===== src/rtl/flash_spi_pkg.sv =====
// Shared definitions for the SPI flash reader: FSM states, flash opcodes and
// the chip-select gap that separates consecutive read transactions.
package flash_spi_pkg;

    typedef enum logic [2:0] {
        INIT_WAIT,
        WAKE_CMD,
        WAKE_WAIT,
        IDLE,
        SEND_CMD,
        SEND_ADDR,
        READ_WORD,
        HOLD
    } state_e;

    localparam logic [7:0] OP_WAKE      = 8'hAB;
    localparam logic [7:0] OP_READ      = 8'h03;
    localparam int         CSB_GAP      = 2;
    localparam int         GAP_W        = $clog2(CSB_GAP + 1);
    localparam int         FLASH_ADDR_W = 24;
    localparam int         SHIFT_W      = 32;

    // Flash streams the lowest-addressed byte first; it belongs in the low lane.
    function automatic logic [SHIFT_W-1:0] byte_swap32(input logic [SHIFT_W-1:0] w);
        return {w[7:0], w[15:8], w[23:16], w[31:24]};
    endfunction

endpackage


===== src/rtl/flash_spi_shifter.sv =====
// SPI mode-0 bit engine: SCK at clk/2, MOSI shifted out MSB first while SCK is
// low, MISO captured on the clk where SCK rises.
module flash_spi_shifter
    import flash_spi_pkg::*;
(
    input  logic               clk,
    input  logic               rst,
    input  logic               abort_i,
    input  logic               start_i,
    input  logic [5:0]         nbits_i,
    input  logic [SHIFT_W-1:0] data_i,
    input  logic               miso_i,
    output logic               sck_o,
    output logic               mosi_o,
    output logic               done_o,
    output logic [SHIFT_W-1:0] rx_data_o
);

    logic               active_q, active_d;
    logic               sck_q, sck_d;
    logic               mosi_q, mosi_d;
    logic [4:0]         bits_q, bits_d;
    logic [SHIFT_W-1:0] tx_q, tx_d;
    logic [SHIFT_W-1:0] rx_q, rx_d;

    always_comb begin
        active_d = active_q;
        sck_d    = sck_q;
        mosi_d   = mosi_q;
        bits_d   = bits_q;
        tx_d     = tx_q;
        rx_d     = rx_q;
        if (abort_i) begin
            active_d = 1'b0;
            sck_d    = 1'b0;
            mosi_d   = 1'b0;
            bits_d   = '0;
        end else if (start_i) begin
            // A new field may start on the same clk the previous one finishes.
            active_d = 1'b1;
            sck_d    = 1'b0;
            mosi_d   = data_i[SHIFT_W-1];
            tx_d     = {data_i[SHIFT_W-2:0], 1'b0};
            bits_d   = 5'(nbits_i - 6'd1);
        end else if (active_q) begin
            if (!sck_q) begin
                sck_d = 1'b1;
                rx_d  = {rx_q[SHIFT_W-2:0], miso_i};
            end else if (bits_q == '0) begin
                active_d = 1'b0;
                sck_d    = 1'b0;
                mosi_d   = 1'b0;
            end else begin
                sck_d  = 1'b0;
                mosi_d = tx_q[SHIFT_W-1];
                tx_d   = {tx_q[SHIFT_W-2:0], 1'b0};
                bits_d = bits_q - 5'd1;
            end
        end
    end

    always_ff @(posedge clk) begin
        if (rst) begin
            active_q <= 1'b0;
            sck_q    <= 1'b0;
            mosi_q   <= 1'b0;
            bits_q   <= '0;
        end else begin
            active_q <= active_d;
            sck_q    <= sck_d;
            mosi_q   <= mosi_d;
            bits_q   <= bits_d;
        end
    end

    always_ff @(posedge clk) begin
        tx_q <= tx_d;
        rx_q <= rx_d;
    end

    assign sck_o     = sck_q;
    assign mosi_o    = mosi_q;
    assign done_o    = active_q & sck_q & (bits_q == '0);
    assign rx_data_o = rx_q;

endmodule


===== src/rtl/flash_spi_reader.sv =====
// Streaming SPI flash reader: wakes the device, then issues 0x03 reads and
// keeps the chip selected so successive 32-bit words stream on request.
module flash_spi_reader
    import flash_spi_pkg::*;
#(
    parameter int ADDRESS_SIZE = 24,
    parameter int INIT_DELAY   = 16,
    parameter int WAKE_DELAY   = 32
) (
    input  logic                    clk,
    input  logic                    rst,
    input  logic                    qspi_enable,
    input  logic                    qspi_changeAddress,
    input  logic [ADDRESS_SIZE-1:0] qspi_address,
    input  logic                    qspi_requestData,
    output logic [31:0]             qspi_readData,
    output logic                    qspi_readDataValid,
    output logic                    qspi_initialised,
    output logic                    qspi_busy,
    output logic                    flash_csb,
    output logic                    flash_sck,
    output logic                    flash_mosi,
    input  logic                    flash_miso
);

    state_e                  state_q, state_d;
    logic [31:0]             dly_q, dly_d;
    logic                    gap_q, gap_d;
    logic [GAP_W-1:0]        gap_cnt_q, gap_cnt_d;
    logic [ADDRESS_SIZE-1:0] addr_q, addr_d;
    logic [31:0]             rdata_q, rdata_d;
    logic                    valid_q, valid_d;
    logic                    init_q, init_d;
    logic                    busy_q, busy_d;
    logic                    csb_q, csb_d;

    logic                    sh_start, sh_done;
    logic [5:0]              sh_nbits;
    logic [SHIFT_W-1:0]      sh_data, sh_rx;
    logic                    post_init, abort, accept;
    logic [FLASH_ADDR_W-1:0] addr24;

    if (ADDRESS_SIZE >= FLASH_ADDR_W) begin : g_addr_trunc
        assign addr24 = addr_q[FLASH_ADDR_W-1:0];
    end else begin : g_addr_ext
        assign addr24 = {{(FLASH_ADDR_W-ADDRESS_SIZE){1'b0}}, addr_q};
    end

    assign post_init = state_q inside {IDLE, SEND_CMD, SEND_ADDR, READ_WORD, HOLD};
    assign abort     = post_init && !qspi_enable;
    assign accept    = (state_q inside {IDLE, HOLD}) && qspi_enable && init_q
                       && !busy_q && qspi_changeAddress;

    always_comb begin
        state_d   = state_q;
        dly_d     = dly_q;
        gap_d     = gap_q;
        gap_cnt_d = gap_cnt_q;
        addr_d    = addr_q;
        rdata_d   = rdata_q;
        valid_d   = 1'b0;
        init_d    = init_q;
        sh_start  = 1'b0;
        sh_nbits  = 6'd0;
        sh_data   = '0;
        if (abort) begin
            state_d = IDLE;
            gap_d   = 1'b0;
        end else begin
            case (state_q)
                INIT_WAIT: begin
                    if (qspi_enable) begin
                        if (dly_q == 32'(INIT_DELAY - 1)) begin
                            state_d  = WAKE_CMD;
                            dly_d    = '0;
                            sh_start = 1'b1;
                            sh_nbits = 6'd8;
                            sh_data  = {OP_WAKE, 24'h0};
                        end else begin
                            dly_d = dly_q + 32'd1;
                        end
                    end
                end
                WAKE_CMD: if (sh_done) state_d = WAKE_WAIT;
                WAKE_WAIT: begin
                    if (dly_q == 32'(WAKE_DELAY - 1)) begin
                        state_d = IDLE;
                        dly_d   = '0;
                        init_d  = 1'b1;
                    end else begin
                        dly_d = dly_q + 32'd1;
                    end
                end
                IDLE, HOLD: begin
                    // Parking in IDLE during the gap keeps CSB high and ignores requestData.
                    if (accept) begin
                        addr_d    = qspi_address;
                        gap_d     = 1'b1;
                        gap_cnt_d = GAP_W'(CSB_GAP - 1);
                        state_d   = IDLE;
                    end else if (gap_q) begin
                        if (gap_cnt_q == '0) begin
                            gap_d    = 1'b0;
                            state_d  = SEND_CMD;
                            sh_start = 1'b1;
                            sh_nbits = 6'd8;
                            sh_data  = {OP_READ, 24'h0};
                        end else begin
                            gap_cnt_d = gap_cnt_q - GAP_W'(1);
                        end
                    end else if (state_q == HOLD && qspi_requestData) begin
                        state_d  = READ_WORD;
                        sh_start = 1'b1;
                        sh_nbits = 6'd32;
                    end
                end
                SEND_CMD: begin
                    if (sh_done) begin
                        state_d  = SEND_ADDR;
                        sh_start = 1'b1;
                        sh_nbits = 6'd24;
                        sh_data  = {addr24, 8'h0};
                    end
                end
                SEND_ADDR: if (sh_done) state_d = HOLD;
                READ_WORD: begin
                    if (sh_done) begin
                        state_d = HOLD;
                        rdata_d = byte_swap32(sh_rx);
                        valid_d = 1'b1;
                    end
                end
                default: state_d = INIT_WAIT;
            endcase
        end
        busy_d = (state_d inside {WAKE_CMD, SEND_CMD, SEND_ADDR, READ_WORD}) || gap_d;
        csb_d  = !(state_d inside {WAKE_CMD, SEND_CMD, SEND_ADDR, READ_WORD, HOLD});
    end

    always_ff @(posedge clk) begin
        if (rst) begin
            state_q   <= INIT_WAIT;
            dly_q     <= '0;
            gap_q     <= 1'b0;
            gap_cnt_q <= '0;
            rdata_q   <= '0;
            valid_q   <= 1'b0;
            init_q    <= 1'b0;
            busy_q    <= 1'b0;
            csb_q     <= 1'b1;
        end else begin
            state_q   <= state_d;
            dly_q     <= dly_d;
            gap_q     <= gap_d;
            gap_cnt_q <= gap_cnt_d;
            rdata_q   <= rdata_d;
            valid_q   <= valid_d;
            init_q    <= init_d;
            busy_q    <= busy_d;
            csb_q     <= csb_d;
        end
    end

    always_ff @(posedge clk) begin
        addr_q <= addr_d;
    end

    flash_spi_shifter u_shifter (
        .clk       (clk),
        .rst       (rst),
        .abort_i   (abort),
        .start_i   (sh_start),
        .nbits_i   (sh_nbits),
        .data_i    (sh_data),
        .miso_i    (flash_miso),
        .sck_o     (flash_sck),
        .mosi_o    (flash_mosi),
        .done_o    (sh_done),
        .rx_data_o (sh_rx)
    );

    assign qspi_readData      = rdata_q;
    assign qspi_readDataValid = valid_q;
    assign qspi_initialised   = init_q;
    assign qspi_busy          = busy_q;
    assign flash_csb          = csb_q;

endmodule


===== config.mk =====
export PLATFORM = sky130hd
export DESIGN_NAME = flash_spi_reader
export DESIGN_NICKNAME = d
export VERILOG_FILES = /design/src/rtl/flash_spi_pkg.sv /design/src/rtl/flash_spi_shifter.sv /design/src/rtl/flash_spi_reader.sv
export SDC_FILE = /design/constraint.sdc
export NUM_CORES = 1
export LEC_CHECK = 0
export BUFFER_PORTS_ARGS = -buffer_cell sky130_fd_sc_hd__buf_4
export CAP_MARGIN = 10
export CORE_ASPECT_RATIO = 1.5
export CORE_MARGIN = 2
export CORE_UTILIZATION = 53
export DETAILED_ROUTE_END_ITERATION = 8
export GPL_TIMING_DRIVEN = 1
export PLACE_DENSITY_LB_ADDON = 0.1
export RECOVER_POWER = 50
export SLEW_MARGIN = 10
export SYNTH_ARGS = -nofsm -noshare
export SYNTH_HDL_FRONTEND = slang
export SYNTH_HIERARCHICAL = 1
export SYNTH_SLANG_ARGS = --single-unit
export TNS_END_PERCENT = 100

===== constraint.sdc =====
create_clock -name clk -period 6.2 [get_ports clk]
set_input_delay 1.24 -clock clk [delete_from_list [all_inputs] [get_ports clk]]
set_output_delay 1.24 -clock clk [all_outputs]
set_load 0.01 [all_outputs]

==> qor.json <==
{
  "outcome": "complete, but fails checks",
  "violations": "max-capacitance violations, max-slew violations",
  "clock_latency_ns": 0.43,
  "placed_cells": 836,
  "gp_congestion": 0.829,
  "area_of_the_core_um2": 12900,
  "cts_inserted_buffers": 17,
  "worst_setup_path_start_kind": "input pin",
  "detailed_place_hpwl_um": 9240,
  "syn_inst": 617,
  "p_leak_nw": 2.72,
  "hold_path.startpoint": "u_shifter/rx_data_o[22]",
  "placement.io_buffers": 67,
  "setup_viol": 0,
  "totalWireLength_um": 13800,
  "row_count": 51,
  "cts.clk_slew.worst_paths_ns": 0.06,
  "worst_r2r_endpoint": "dly_q[21]",
  "final_period_minus_worst_setup_slack_ns": 4.51,
  "worstReg2RegStart": "dly_q[18]",
  "grt_overflow": 0,
  "clock_sink_count": 169,
  "unrepaired_setup_endpoints_after_global_routing": "false",
  "relSlewSlack_pct": -116,
  "die_height_um": 144,
  "cp_max_fo": 28,
  "post_cts_hold_buffers": 0,
  "die_area_um2": 14100,
  "cts_max_path_buffers": 2,
  "grt_pass1_vias": 4668,
  "syn_area_um2": 6940,
  "dieWidth_um": 97.5,
  "cts-root-buf": "clkbuf_16",
  "cts_resized": 0,
  "yosysWarningCount": 6,
  "multiInputGateArea_um2": 2600,
  "timing.critical_path.arrival_ns": 4.69,
  "max-vdd-ir-drop_v": 0.000179,
  "r2r_setup_slack_ns": 1.82,
  "post_route_cells_drive_above_1_share_pct": 15.8,
  "worstPathRequired_ns": 6.38,
  "final_max_slew_viol_count": 76,
  "antenna-diode-count": 0,
  "achievable-frequency_mhz": 222,
  "timing.reg2reg.worst_path_depth": 5,
  "power-per-cell-area_nw_per_um2": 277,
  "design.portCount": 68,
  "worst-setup-path-type": "input pin to register",
  "hold_viol_final": 0,
  "grt_max_degree": 47,
  "maxCapViolations": 2,
  "layoutNonFillerInstCount": 868,
  "route.detailed.vias_per_inst": 5.53,
  "ant_nets": 0,
  "cts_setup_buffers": 0,
  "detail_route.iter0.violations": 237,
  "worst_hold_path.num_cells": 0,
  "postSynthAreaPerCell_um2": 11.3,
  "setup_total_negative_slack_ns": 0,
  "cpMaxStageDelayCell": "o21ai_0",
  "fin_skew_ns": 0.0138,
  "post-route-period-util_pct": 72.8,
  "ff_latch_area_um2": 4250,
  "nets": 729,
  "delay_contributed_by_the_slowest_stage_of_the_critical_path_ns": 2.40,
  "worstPathCellList": "clkbuf_1 > nor2_1 > or2_2 > o21ai_0 > nor2_1",
  "holdCritPathClass": "register to register",
  "min_to": "u_shifter/rx_data_o[23]",
  "clock_tree_from_tritoncts": "built",
  "floorplan.initialDensity_pct": 53.9,
  "grt_antenna_before_repair": 0,
  "vias": 4800,
  "fillCellCount": 1118,
  "drc": 0,
  "crit_path_end_kind": "register",
  "drt-pass1-iter-count": 5,
  "worstMarginPinSlew_ns": 3.21,
  "cts_htree_levels": 4,
  "synthToLayoutAreaGrowth_pct": 16.1,
  "routedWlPerCell_um": 15.9,
  "grt.total_usage_pct": 20.1,
  "grt_first_pass_wirelength_um": 22600,
  "layout.cells.most_common_list": "87 x nand2_1, 87 x edfxtp_1, 82 x dfxtp_1",
  "cp_common_cell": "nor2_1"
}
-- worst max-delay path: cells and delay by family --
family          cells  cell delay, ns
compound gates      1            2.40
simple gates        3            0.71
buf+inv             1            0.32
-- layout make-up --
class / count / share of cell area (%)
inverters: 11 / 0.574
clock buffers: 21 / 5.85
flip-flops and latches: 169 / 52.8
repair buffers: 71 / 4.70
multi-input cells: 426 / 32.3
well taps: 159 / 2.47
clock inverters: 11 / 1.35
-- layer usage --
metal / GRT usage [%] / vias up / wire length, um
met3: 5.03 / 21 / 517
li1: - / 2358 / -
met1: 23.5 / 2309 / 5750
met4: 7.89 / 0 / 230
met5: 0 / - / 0
met2: 35.5 / 112 / 7270
-- sequential cells by signal, summed over array words and instances, names as in the netlist --
| name | count |
|---|---|
| qspi_initialised | 1 |
| gap_q | 1 |
| u_shifter/mosi_o | 1 |
| u_shifter/rx_data_o | 32 |
| qspi_readDataValid | 1 |
| addr24 | 24 |
| u_shifter/bits_q | 5 |
| qspi_busy | 1 |
| dly_q | 32 |
| u_shifter/tx_q | 31 |
| flash_csb | 1 |
| u_shifter/sck_o | 1 |
| state_q | 3 |
| gap_cnt_q | 2 |
| u_shifter/active_q | 1 |
| qspi_readData | 32 |
-- stage by stage --
step | util (%) | cell area (um^2) | hold WS [ns] | power, W | setup WS [ns]
2_1_floorplan | - | 7020 | 0.426 | 0.00121 | 1.03
3_3_place_gp | 59.2 | 7640 | 0.434 | 0.00122 | 1.80
3_5_place_dp | 59.2 | 7640 | 0.438 | 0.00122 | 1.74
4_1_cts | 63.7 | 8220 | 0.449 | 0.00225 | 2.17
5_1_grt | 62.5 | 8060 | 0.459 | 0.00230 | 1.36
6_report | 62.5 | 8060 | 0.449 | 0.00223 | 1.69
-- report_power, final --
group / internal [W] / total [W] / switching [W]
clock: 0.000594 / 0.00103 / 0.000436
sequential: 0.00117 / 0.00117 / 0.000000976
combinational: 0.0000131 / 0.0000305 / 0.0000174
-- how the worst max path moves through the flow --
stage	from	endpoint	slack (ns)	depth (start not counted)
2_1_floorplan	qspi_enable	u_shifter/tx_q[10]	1.03	8
3_3_place_gp	qspi_enable	u_shifter/bits_q[2]	1.80	10
3_5_place_dp	qspi_enable	u_shifter/bits_q[2]	1.74	10
4_1_cts	qspi_enable	u_shifter/bits_q[2]	2.17	10
5_1_grt	qspi_enable	dly_q[21]	1.36	5
6_report	qspi_enable	dly_q[21]	1.69	5
(Power assumes the default switching activity.)
